### src/rtl/ucode_pkg.sv
// Shared definitions for the microcoded multicycle RISC-V controller:
// microinstruction addresses, sequencing codes, opcodes and control-word layout.
package ucode_pkg;

    localparam int ADDR_W = 4;
    localparam int SEQ_W  = 3;

    // Microinstruction addresses
    localparam logic [ADDR_W-1:0] S_FETCH  = 4'd0;
    localparam logic [ADDR_W-1:0] S_DECODE = 4'd1;
    localparam logic [ADDR_W-1:0] S_MEMADR = 4'd2;
    localparam logic [ADDR_W-1:0] S_MEMRD  = 4'd3;
    localparam logic [ADDR_W-1:0] S_MEMWB  = 4'd4;
    localparam logic [ADDR_W-1:0] S_MEMWR  = 4'd5;
    localparam logic [ADDR_W-1:0] S_EXECR  = 4'd6;
    localparam logic [ADDR_W-1:0] S_ALUWB  = 4'd7;
    localparam logic [ADDR_W-1:0] S_EXECI  = 4'd8;
    localparam logic [ADDR_W-1:0] S_JAL    = 4'd9;
    localparam logic [ADDR_W-1:0] S_BEQ    = 4'd10;

    // Highest valid microinstruction; sequencing past it is an error
    localparam logic [ADDR_W-1:0] LAST_STATE = S_BEQ;

    // Sequencing field codes; 101..111 are reserved
    typedef enum logic [SEQ_W-1:0] {
        SEQ_NEXT = 3'b000,
        SEQ_DSP1 = 3'b001,
        SEQ_DSP2 = 3'b010,
        SEQ_FTCH = 3'b011,
        SEQ_ALWB = 3'b100
    } seq_e;

    // Instruction opcodes (instr[6:0])
    localparam logic [6:0] OP_LW  = 7'b0000011;
    localparam logic [6:0] OP_SW  = 7'b0100011;
    localparam logic [6:0] OP_R   = 7'b0110011;
    localparam logic [6:0] OP_I   = 7'b0010011;
    localparam logic [6:0] OP_JAL = 7'b1101111;
    localparam logic [6:0] OP_BEQ = 7'b1100011;

    // Control-word field positions: sequencing field sits in the low bits
    localparam int CW_SEQ_LSB = 0;
    localparam int CW_SEQ_MSB = CW_SEQ_LSB + SEQ_W - 1;

endpackage

### src/rtl/ucode_dispatch.sv
// Combinational next-address logic: (seq, opcode, upc) -> (next_upc, bad).
// Every error path steers back to Fetch so the sequencer never runs into
// unprogrammed ROM words.
module ucode_dispatch
    import ucode_pkg::*;
(
    input  logic [SEQ_W-1:0]  i_seq,
    input  logic [6:0]        i_opcode,
    input  logic [ADDR_W-1:0] i_upc,
    output logic [ADDR_W-1:0] o_next_upc,
    output logic              o_bad
);

    // Decode the sequencing field; opcode only matters for the dispatch codes
    always_comb begin
        o_next_upc = S_FETCH;
        o_bad      = 1'b0;
        case (i_seq)
            SEQ_NEXT: begin
                // Compare before incrementing so the last state cannot wrap forward
                if (i_upc == LAST_STATE) begin
                    o_bad = 1'b1;
                end else begin
                    o_next_upc = i_upc + ADDR_W'(1);
                end
            end
            SEQ_DSP1: begin
                case (i_opcode)
                    OP_LW:   o_next_upc = S_MEMADR;
                    OP_SW:   o_next_upc = S_MEMADR;
                    OP_R:    o_next_upc = S_EXECR;
                    OP_I:    o_next_upc = S_EXECI;
                    OP_JAL:  o_next_upc = S_JAL;
                    OP_BEQ:  o_next_upc = S_BEQ;
                    default: o_bad      = 1'b1;
                endcase
            end
            SEQ_DSP2: begin
                case (i_opcode)
                    OP_LW:   o_next_upc = S_MEMRD;
                    OP_SW:   o_next_upc = S_MEMWR;
                    default: o_bad      = 1'b1;
                endcase
            end
            SEQ_FTCH: o_next_upc = S_FETCH;
            SEQ_ALWB: o_next_upc = S_ALUWB;
            default:  o_bad      = 1'b1;
        endcase
    end

endmodule

### src/rtl/micro_sequencer.sv
// Micro-PC register for the microprogrammed controller. upc addresses the
// combinational microcode ROM, whose sequencing field returns on seq.
// Stall handshake: en=1 means the current microinstruction completes and the
// next address is taken on this edge; en=0 holds upc and suppresses pulses.
module micro_sequencer
    import ucode_pkg::*;
(
    input  logic              clk,
    input  logic              rst_n,
    input  logic              en,
    input  logic [SEQ_W-1:0]  seq,
    input  logic [6:0]        opcode,
    output logic [ADDR_W-1:0] upc,
    output logic              branch,
    output logic              instr_done,
    output logic              illegal_op
);

    logic [ADDR_W-1:0] r_upc;
    logic              r_instr_done;
    logic              r_illegal_op;
    logic [ADDR_W-1:0] w_next_upc;
    logic              w_bad;

    ucode_dispatch u_dispatch (
        .i_seq      (seq),
        .i_opcode   (opcode),
        .i_upc      (r_upc),
        .o_next_upc (w_next_upc),
        .o_bad      (w_bad)
    );

    // uPC and status pulses; async reset aborts any instruction back to Fetch
    always_ff @(posedge clk or negedge rst_n) begin
        if (!rst_n) begin
            r_upc        <= S_FETCH;
            r_instr_done <= 1'b0;
            r_illegal_op <= 1'b0;
        end else if (en) begin
            r_upc        <= w_next_upc;
            r_instr_done <= (w_next_upc == S_FETCH) && !w_bad;
            r_illegal_op <= w_bad;
        end else begin
            r_instr_done <= 1'b0;
            r_illegal_op <= 1'b0;
        end
    end

    // Branch qualifier: PC update in the BEQ state is gated by Zero downstream
    always_comb begin
        branch = (r_upc == S_BEQ);
    end

    assign upc        = r_upc;
    assign instr_done = r_instr_done;
    assign illegal_op = r_illegal_op;

endmodule
### config.mk
export PLATFORM = sky130hd
export DESIGN_NAME = micro_sequencer
export DESIGN_NICKNAME = d
export VERILOG_FILES = /design/src/rtl/ucode_pkg.sv /design/src/rtl/ucode_dispatch.sv /design/src/rtl/micro_sequencer.sv
export SDC_FILE = /design/constraint.sdc
export NUM_CORES = 1
export LEC_CHECK = 0
export BUFFER_PORTS_ARGS = -buffer_cell sky130_fd_sc_hd__buf_4
export CAP_MARGIN = 10
export CORE_AREA = 2 2 39 41
export CTS_CLUSTER_DIAMETER = 80
export DETAILED_ROUTE_END_ITERATION = 16
export DIE_AREA = 0 0 41 43
export PLACE_DENSITY_LB_ADDON = 0.25
export SLEW_MARGIN = 15
export SYNTH_ARGS = -nofsm -noshare
export SYNTH_HDL_FRONTEND = slang
export SYNTH_SLANG_ARGS = --single-unit
### constraint.sdc
create_clock -name clk -period 3.6 [get_ports clk]
set_input_delay 0.36 -clock clk [delete_from_list [all_inputs] [get_ports clk]]
set_output_delay 0.36 -clock clk [all_outputs]
set_load 0.05 [all_outputs]
==> results of run 1 <==
[final cells by class]
type / count / area [um2] / share of cell area [%]
Inverter: 3 / 11.3 / 1.56
Sequential cell: 6 / 150 / 20.8
Timing Repair Buffer: 20 / 153 / 21.2
Clock buffer: 3 / 22.5 / 3.13
Tap cell: 16 / 20.0 / 2.78
Multi-Input combinational cell: 55 / 364 / 50.5
[cells in the final DEF (no fill, tap or decap), drive strengths merged]
cell / instances
o311a: 1
clkbuf: 3
o32ai: 1
dlygate4sd3: 1
nand4b: 1
inv: 3
o21ai: 2
o41a: 1
a22oi: 1
buf: 19
mux2i: 1
and4bb: 1
a31oi: 1
a32o: 1
o311ai: 1
nand3b: 1
nand4: 1
and3b: 1
nor2: 11
nand3: 2
nand2b: 2
dfrtp: 6
a211oi: 1
nor2b: 4
ha: 2
o31ai: 1
a21oi: 5
nand2: 5
xnor2: 2
maj3: 1
nor3: 1
nor4: 2
o21bai: 1
[power groups by stage]
stage | Combinational [mW] | Sequential [mW] | Clock (mW)
after floorplan | 0.0355 | 0.101 | 0
after global placement | 0.0862 | 0.0810 | 0
after detailed placement | 0.0858 | 0.0817 | 0
after CTS | 0.0870 | 0.0807 | 0.0633
after global routing | 0.0937 | 0.0814 | 0.0687
final | 0.0866 | 0.0805 | 0.0613
[sequential cells by signal, indices dropped and copies added (netlist names)]
name / count
instr_done: 1
upc: 4
illegal_op: 1
[cells in the mapped netlist (2+ instances only)]
| master | number | area (um2) |
|---|---|---|
| nor2_1 | 11 | 41.3 |
| inv_1 | 3 | 11.3 |
| a21oi_1 | 4 | 20.0 |
| xnor2_1 | 2 | 17.5 |
| nand3_1 | 2 | 10.0 |
| ha_1 | 2 | 25.0 |
| nand2_1 | 5 | 18.8 |
| dfrtp_1 | 6 | 150 |
| nor2b_1 | 4 | 25.0 |
[per-stage QoR]
step                      util (%)  std cells  setup slack (ns)  power [mW]
final                         52.1        103              1.82       0.228
after global routing          52.1        103              1.79       0.244
after CTS                     52.1        103              1.83       0.231
after detailed placement      49.7         99              1.95       0.168
after global placement        49.7         99              1.96       0.167
after floorplan                  -         68              1.66       0.136
[what timing repair did]
action	4_1_cts	5_1_grt
gates resized for setup	0	0
hold endpoints to repair	6	0
setup buffers	0	0
hold buffers	1	0
endpoints found under the setup margin	0	0
[kinds of logic (layout without fill, tap and decap cells)]
| family | after synthesis | in the layout |
|---|---|---|
| buf+inv | 7 | 26 |
| flops | 6 | 6 |
| simple gates | 32 | 32 |
| xor+xnor | 2 | 2 |
| fa+ha+maj | 3 | 3 |
| compound gates | 17 | 17 |
| mux | 1 | 1 |
[routing by layer]
layer  global-route usage [%]  up-vias  wire [um]
li1                         -      288          -
met1                     21.8      249        597
met2                     24.4       18        595
met3                     6.28        0         75
met4                     2.00        0          0
met5                        0        -          0
[critical path: cells and delay by family, from the launching register on]
kind                     cells  cell delay, ns
flip-flops                   1            0.44
buffers and inverters        2            0.31
AND/OR/NAND/NOR              1            0.27
adder cells (fa/ha/maj)      1            0.15
[worst max path at each step]
stage / from / end / slack, ns / cells past startpoint
floorplan: upc[0] / instr_done / 1.66 / 9
global placement: upc[0] / instr_done / 1.96 / 8
detailed placement: upc[0] / instr_done / 1.95 / 8
CTS: upc[0] / branch / 1.83 / 4
global route: upc[0] / branch / 1.79 / 4
finish: upc[0] / branch / 1.82 / 4
==> impl_metrics.env, run 1 <==
export IMPL_p_sw_share_pct=36.2
export IMPL_vias=555
export IMPL_r2r_end="instr_done"
export IMPL_tightest_slew_ns=0.353
export IMPL_synth_seq_cells=6
export IMPL_netlist_instances=68
export IMPL_drive_gt1_share_pct=29.9
export IMPL_async_flop_share_pct=100
export IMPL_ios=20
export IMPL_crit_arrival_ns=1.42
export IMPL_cts_sinks=6
export IMPL_crit_fanout=6
export IMPL_wl_um=1270
export IMPL_finalCritPeriodShare_pct=49.4
export IMPL_yosysSeqAreaShare_pct=27.3
export IMPL_fmax_ghz=0.562
export IMPL_outcome="finished, final reports clean"
export IMPL_r2r_start="upc[0]"
export IMPL_setup_violations=0
export IMPL_cp_slowest_cell="dfrtp_1"
export IMPL_fin_tns_setup_ns=0
export IMPL_area_delta_synth_final_pct=31.2
export IMPL_min_path_type="primary input to flip-flop"
export IMPL_coreArea_um2=1380
export IMPL_dieArea_um2=1760
export IMPL_min_path_cells=2
export IMPL_finClkSkew_ns=0.000892
export IMPL_switchingPower_uw=82.6
export IMPL_grt_usage_pct=16.1
export IMPL_leakagePower_nw=0.319
export IMPL_intPower_uw=146
export IMPL_io_buffers=19
export IMPL_synth_nets=83
export IMPL_finalHoldViolCount=0
export IMPL_gp_congestion=0.823
export IMPL_synth_adder_area_share_pct=6.38
export IMPL_synth_edf_count=0
export IMPL_muxShareOfSynthArea_pct=1.82
export IMPL_start_util_pct=39.7
export IMPL_slew_headroom_pct=76.1
export IMPL_clkTransAtPathRegs_ns=0.04
export IMPL_htree_levels=1
export IMPL_dpl_cell_area_um2=688
export IMPL_initialDrtViolationCount=11
export IMPL_reg2regPathDepth=8
export IMPL_synthSimpleGateAreaFrac_pct=32.3
export IMPL_path_class="flip-flop to output pin"
export IMPL_grt_first_pass_wirelength_um=1950
export IMPL_drv_slew=0
export IMPL_synth_warnings=0
export IMPL_die_w_um=41
export IMPL_wl_per_cell_um=12.3
export IMPL_end_kind="output pin"
export IMPL_clk_latency_ns=0.24
export IMPL_drv_cap=0
export IMPL_cts_buffers=3
export IMPL_grt_pass1_vias=462
export IMPL_cts_root_buf="clkbuf_4"
export IMPL_netlist_area_um2=549
export IMPL_antenna_found_initial=0
export IMPL_synth_ff_type="dfrtp_1"
export IMPL_power_per_cell_area_nw_per_um2=317
export IMPL_final_antenna_net_count=0
export IMPL_final_nets=104
export IMPL_holdPathEnd="upc[0]"
export IMPL_synth_top_family_by_area="simple AND/OR/NAND/NOR gates"
export IMPL_path_cells="inv_1 -> ha_1 -> and3b_1 -> buf_4"
export IMPL_max_stage_delay_ns=0.44
export IMPL_period_minus_slack_ns=1.78
export IMPL_grt_max_degree=11
export IMPL_grt_overflow=0
export IMPL_ff2ff_setup_slack_ns=1.92
export IMPL_irDropWorstVdd_mv=0.204
export IMPL_drc_errors=0
export IMPL_worstPathRequired_ns=3.24
export IMPL_rsz0062_at_grt="false"
export IMPL_num_antenna_cells=0
export IMPL_synth_xor_area_share_pct=3.19
export IMPL_finalInstanceArea_um2=721
export IMPL_n_fill_cell=134
export IMPL_min_from="en"
export IMPL_hold_ws_ns=0.362
export IMPL_ys_types=38
export IMPL_cts_tree="built"
export IMPL_p_seq_share_pct=35.2
export IMPL_vias_per_cell=5.39
export IMPL_start_kind="flip-flop"
export IMPL_num_rows=14
export IMPL_die_y_um=43
export IMPL_pwr_share_comb_pct=37.9
export IMPL_syn_area_per_cell_um2=8.08
export IMPL_dr_pass1_iters=4
export IMPL_p_clk_share_pct=26.8
export IMPL_clockBufferDepth=2
export IMPL_hpwl_um=1010
export IMPL_synth_compound_area_share_pct=22.6
Note: power is estimated with default switching activity, not from simulation.
==> run 2: changes to the inputs <==
--- a/config.mk
+++ b/config.mk
@@ -5,12 +5,13 @@
 export SDC_FILE = /design/constraint.sdc
 export NUM_CORES = 1
 export LEC_CHECK = 0
+export ABC_AREA = 1
 export BUFFER_PORTS_ARGS = -buffer_cell sky130_fd_sc_hd__buf_4
 export CAP_MARGIN = 10
-export CORE_AREA = 2 2 39 41
+export CORE_MARGIN = 2
+export CORE_UTILIZATION = 48
 export CTS_CLUSTER_DIAMETER = 80
 export DETAILED_ROUTE_END_ITERATION = 16
-export DIE_AREA = 0 0 41 43
 export PLACE_DENSITY_LB_ADDON = 0.25
 export SLEW_MARGIN = 15
 export SYNTH_ARGS = -nofsm -noshare
==> constraint.sdc (replaced) <==
create_clock -name clk -period 1.7 [get_ports clk]
set_input_delay 0.17 -clock clk [delete_from_list [all_inputs] [get_ports clk]]
set_output_delay 0.17 -clock clk [all_outputs]
set_load 0.05 [all_outputs]
==> impl_metrics.env, run 2 <==
export IMPL_muxShareOfSynthArea_pct=0
export IMPL_grt_overflow=0
export IMPL_wl_per_cell_um=10.3
export IMPL_end_kind="output pin"
export IMPL_drv_slew=0
export IMPL_utilization_pct=72.0
export IMPL_critPathTopFamily="flip-flops"
export IMPL_grt_pass1_vias=555
export IMPL_final_nets=140
export IMPL_cts_buffers=3
export IMPL_cts_sinks=6
export IMPL_yosysTopAreaCell="dfrtp_1"
export IMPL_synth_top_family_by_area="simple AND/OR/NAND/NOR gates"
export IMPL_die_w_um=40.1
export IMPL_path_class="flip-flop to output pin"
export IMPL_power_per_cell_area_nw_per_um2=566
export IMPL_finalCritPeriodShare_pct=87.6
export IMPL_reg2regPathDepth=12
export IMPL_layout_common_cells="nand2_1 (24), buf_4 (19), nor2_1 (15), inv_1 (9), nand3_1 (9)"
export IMPL_synth_xor_area_share_pct=2.81
export IMPL_drv_cap=0
export IMPL_ios=20
export IMPL_p_total_uw=471
export IMPL_outcome="finished, final reports clean"
export IMPL_vias=679
export IMPL_clk_latency_ns=0.25
export IMPL_netlist_instances=100
export IMPL_hold_ws_ns=0.147
export IMPL_fmax_ghz=0.672
export IMPL_synth_adder_area_share_pct=4.01
export IMPL_area_delta_synth_final_pct=33.3
export IMPL_yosysSeqAreaShare_pct=24.0
export IMPL_cts_resized=0
export IMPL_cts_root_buf="clkbuf_4"
export IMPL_crit_fanout=5
export IMPL_synth_edf_count=0
export IMPL_setup_violations=0
export IMPL_grt_first_pass_wirelength_um=2320
export IMPL_num_antenna_cells=0
export IMPL_async_flop_share_pct=100
export IMPL_slew_headroom_pct=70.7
export IMPL_vias_per_cell=4.96
export IMPL_dr_pass1_iters=4
export IMPL_ff2ff_setup_slack_ns=0.24
export IMPL_tightest_slew_ns=0.437
export IMPL_antenna_found_initial=0
export IMPL_coreArea_um2=1160
export IMPL_largest_reg_flops=4
export IMPL_dieArea_um2=1610
export IMPL_final_antenna_net_count=0
export IMPL_final_common_cell="nand2_1"
export IMPL_initialDrtViolationCount=20
export IMPL_seqCellArea_um2=153
export IMPL_synth_most_common_cell="nand2_1"
export IMPL_path_buf_inv=2
export IMPL_cp_slowest_cell="dfrtp_2"
export IMPL_drive_gt1_share_pct=39.8
export IMPL_htree_levels=1
export IMPL_multi_input_area_um2=427
export IMPL_netlist_area_um2=624
export IMPL_die_y_um=40.1
export IMPL_synthSimpleGateAreaFrac_pct=50.5
export IMPL_leakagePower_nw=0.448
export IMPL_max_stage_delay_ns=0.43
export IMPL_grt_usage_pct=22.5
export IMPL_clkTransAtPathRegs_ns=0.05
export IMPL_io_buffers=19
export IMPL_rsz0062_at_grt="false"
export IMPL_cts_setup_buffers=0
export IMPL_min_from="en"
export IMPL_min_path_type="primary input to flip-flop"
export IMPL_start_kind="flip-flop"
export IMPL_finalHoldViolCount=0
export IMPL_wl_um=1410
export IMPL_hpwl_um=1190
export IMPL_synth_ff_type="dfrtp_1"
export IMPL_finClkSkew_ns=0.0102
export IMPL_path_cells="inv_2 -> ha_4 -> nand2_2 -> nor2_4 -> buf_4"
export IMPL_synth_warnings=0
export IMPL_start_util_pct=54.0
export IMPL_synth_nets=115
export IMPL_finalInstanceArea_um2=832
export IMPL_holdPathEnd="upc[3]"
export IMPL_crit_arrival_ns=1.32
export IMPL_ys_top_cells_by_count="nand2_1 (24), nor2_1 (15), inv_1 (10)"
export IMPL_netlist_top_cells_area="dfrtp_1 (24%), nand2_1 (14%), nor2_1 (9.0%)"
export IMPL_r2r_end="instr_done"
export IMPL_period_minus_slack_ns=1.49
export IMPL_synth_compound_area_share_pct=9.02
export IMPL_synth_top_area_share_pct=24.0
export IMPL_ys_types=20
export IMPL_min_path_cells=2
export IMPL_fin_tns_setup_ns=0
export IMPL_gp_congestion=0.878
export IMPL_irDropWorstVdd_mv=0.270
export IMPL_n_fill_cell=89
export IMPL_clockBufferDepth=2
export IMPL_drc_errors=0
export IMPL_synth_seq_cells=6
export IMPL_dpl_cell_area_um2=800
export IMPL_syn_area_per_cell_um2=6.24
export IMPL_grt_max_degree=8
export IMPL_r2r_start="upc[0]"
export IMPL_worstPathRequired_ns=1.53
export IMPL_num_rows=12
export IMPL_cts_tree="built"
run 2: cell types whose count changed in the layout (fill, tap and decap cells not counted), moves of 3 or more:
cell and change:
a21oi_1 -3, inv_1 +6, nor2_1 +4, nor2b_1 -4
nor2_4 +3, nand2_1 +19, nand2_2 +7, nor2_2 +4
nand3_1 +7, inv_2 +7
run 2: metal layers:
layer / GRT usage [%] / part of all wire, %
met2: 39.1 / 51
met5: 0 / 0
met1: 25.2 / 44
met3: 5.00 / 3.5
met4: 12.1 / 2.2
run 2: cells by family (layout without fill, tap and decap cells):
logic type,count (synthesis),count (layout)
buffers and inverters,16,39
adders and majority gates,2,2
DFF,6,6
xor gates and xnor gates,2,2
AOI/OAI and AO/OA,9,9
and+or+nand+nor,65,65
run 2: worst reg2reg max path, cell delays in order (launching register included):
cell     delay (ns)
dfrtp_2        0.43
inv_2          0.09
ha_4           0.13
nand2_2        0.06
nor2_4         0.16
nor2_2         0.06
nand2_1        0.08
nand2_1        0.05
inv_1          0.07
nand2_1        0.05
nor2_1         0.08
nand2_1        0.06
nor2_1         0.07
run 2: stage by stage:
step	setup slack, ns	std cells
floorplan	-0.0279	100
global placement	0.293	133
detailed placement	0.255	133
CTS	0.204	137
global route	0.101	137
finish	0.211	137
run 2: how the worst max path moves through the flow:
stage / startpoint / end / cells after the start
after floorplan: upc[0] / instr_done / 12
after global placement: upc[0] / instr_done / 12
after detailed placement: upc[0] / instr_done / 12
after CTS: upc[0] / branch / 5
after global routing: upc[0] / instr_done / 12
final: upc[0] / branch / 5
run 2: repair_timing:
action / 4_1_cts / 5_1_grt
endpoints found under the hold margin: 6 / 0
hold buffers: 1 / 0
setup endpoints to repair: 0 / 0
run 2: final cells by class:
class / count / share of cell area [%]
Clock buffer: 3 / 2.71
Inverter: 16 / 7.22
Multi-Input combinational cell: 78 / 51.3
Sequential cell: 6 / 18.3
Tap cell: 14 / 2.11
Timing Repair Buffer: 20 / 18.3
run 2: power by group:
group	internal, mW	switching (mW)	total [mW]	leakage [nW]
Clock	0.0801	0.0551	0.135	0.0138
Sequential	0.154	0.0138	0.168	0.0760
Combinational	0.0633	0.104	0.168	0.358
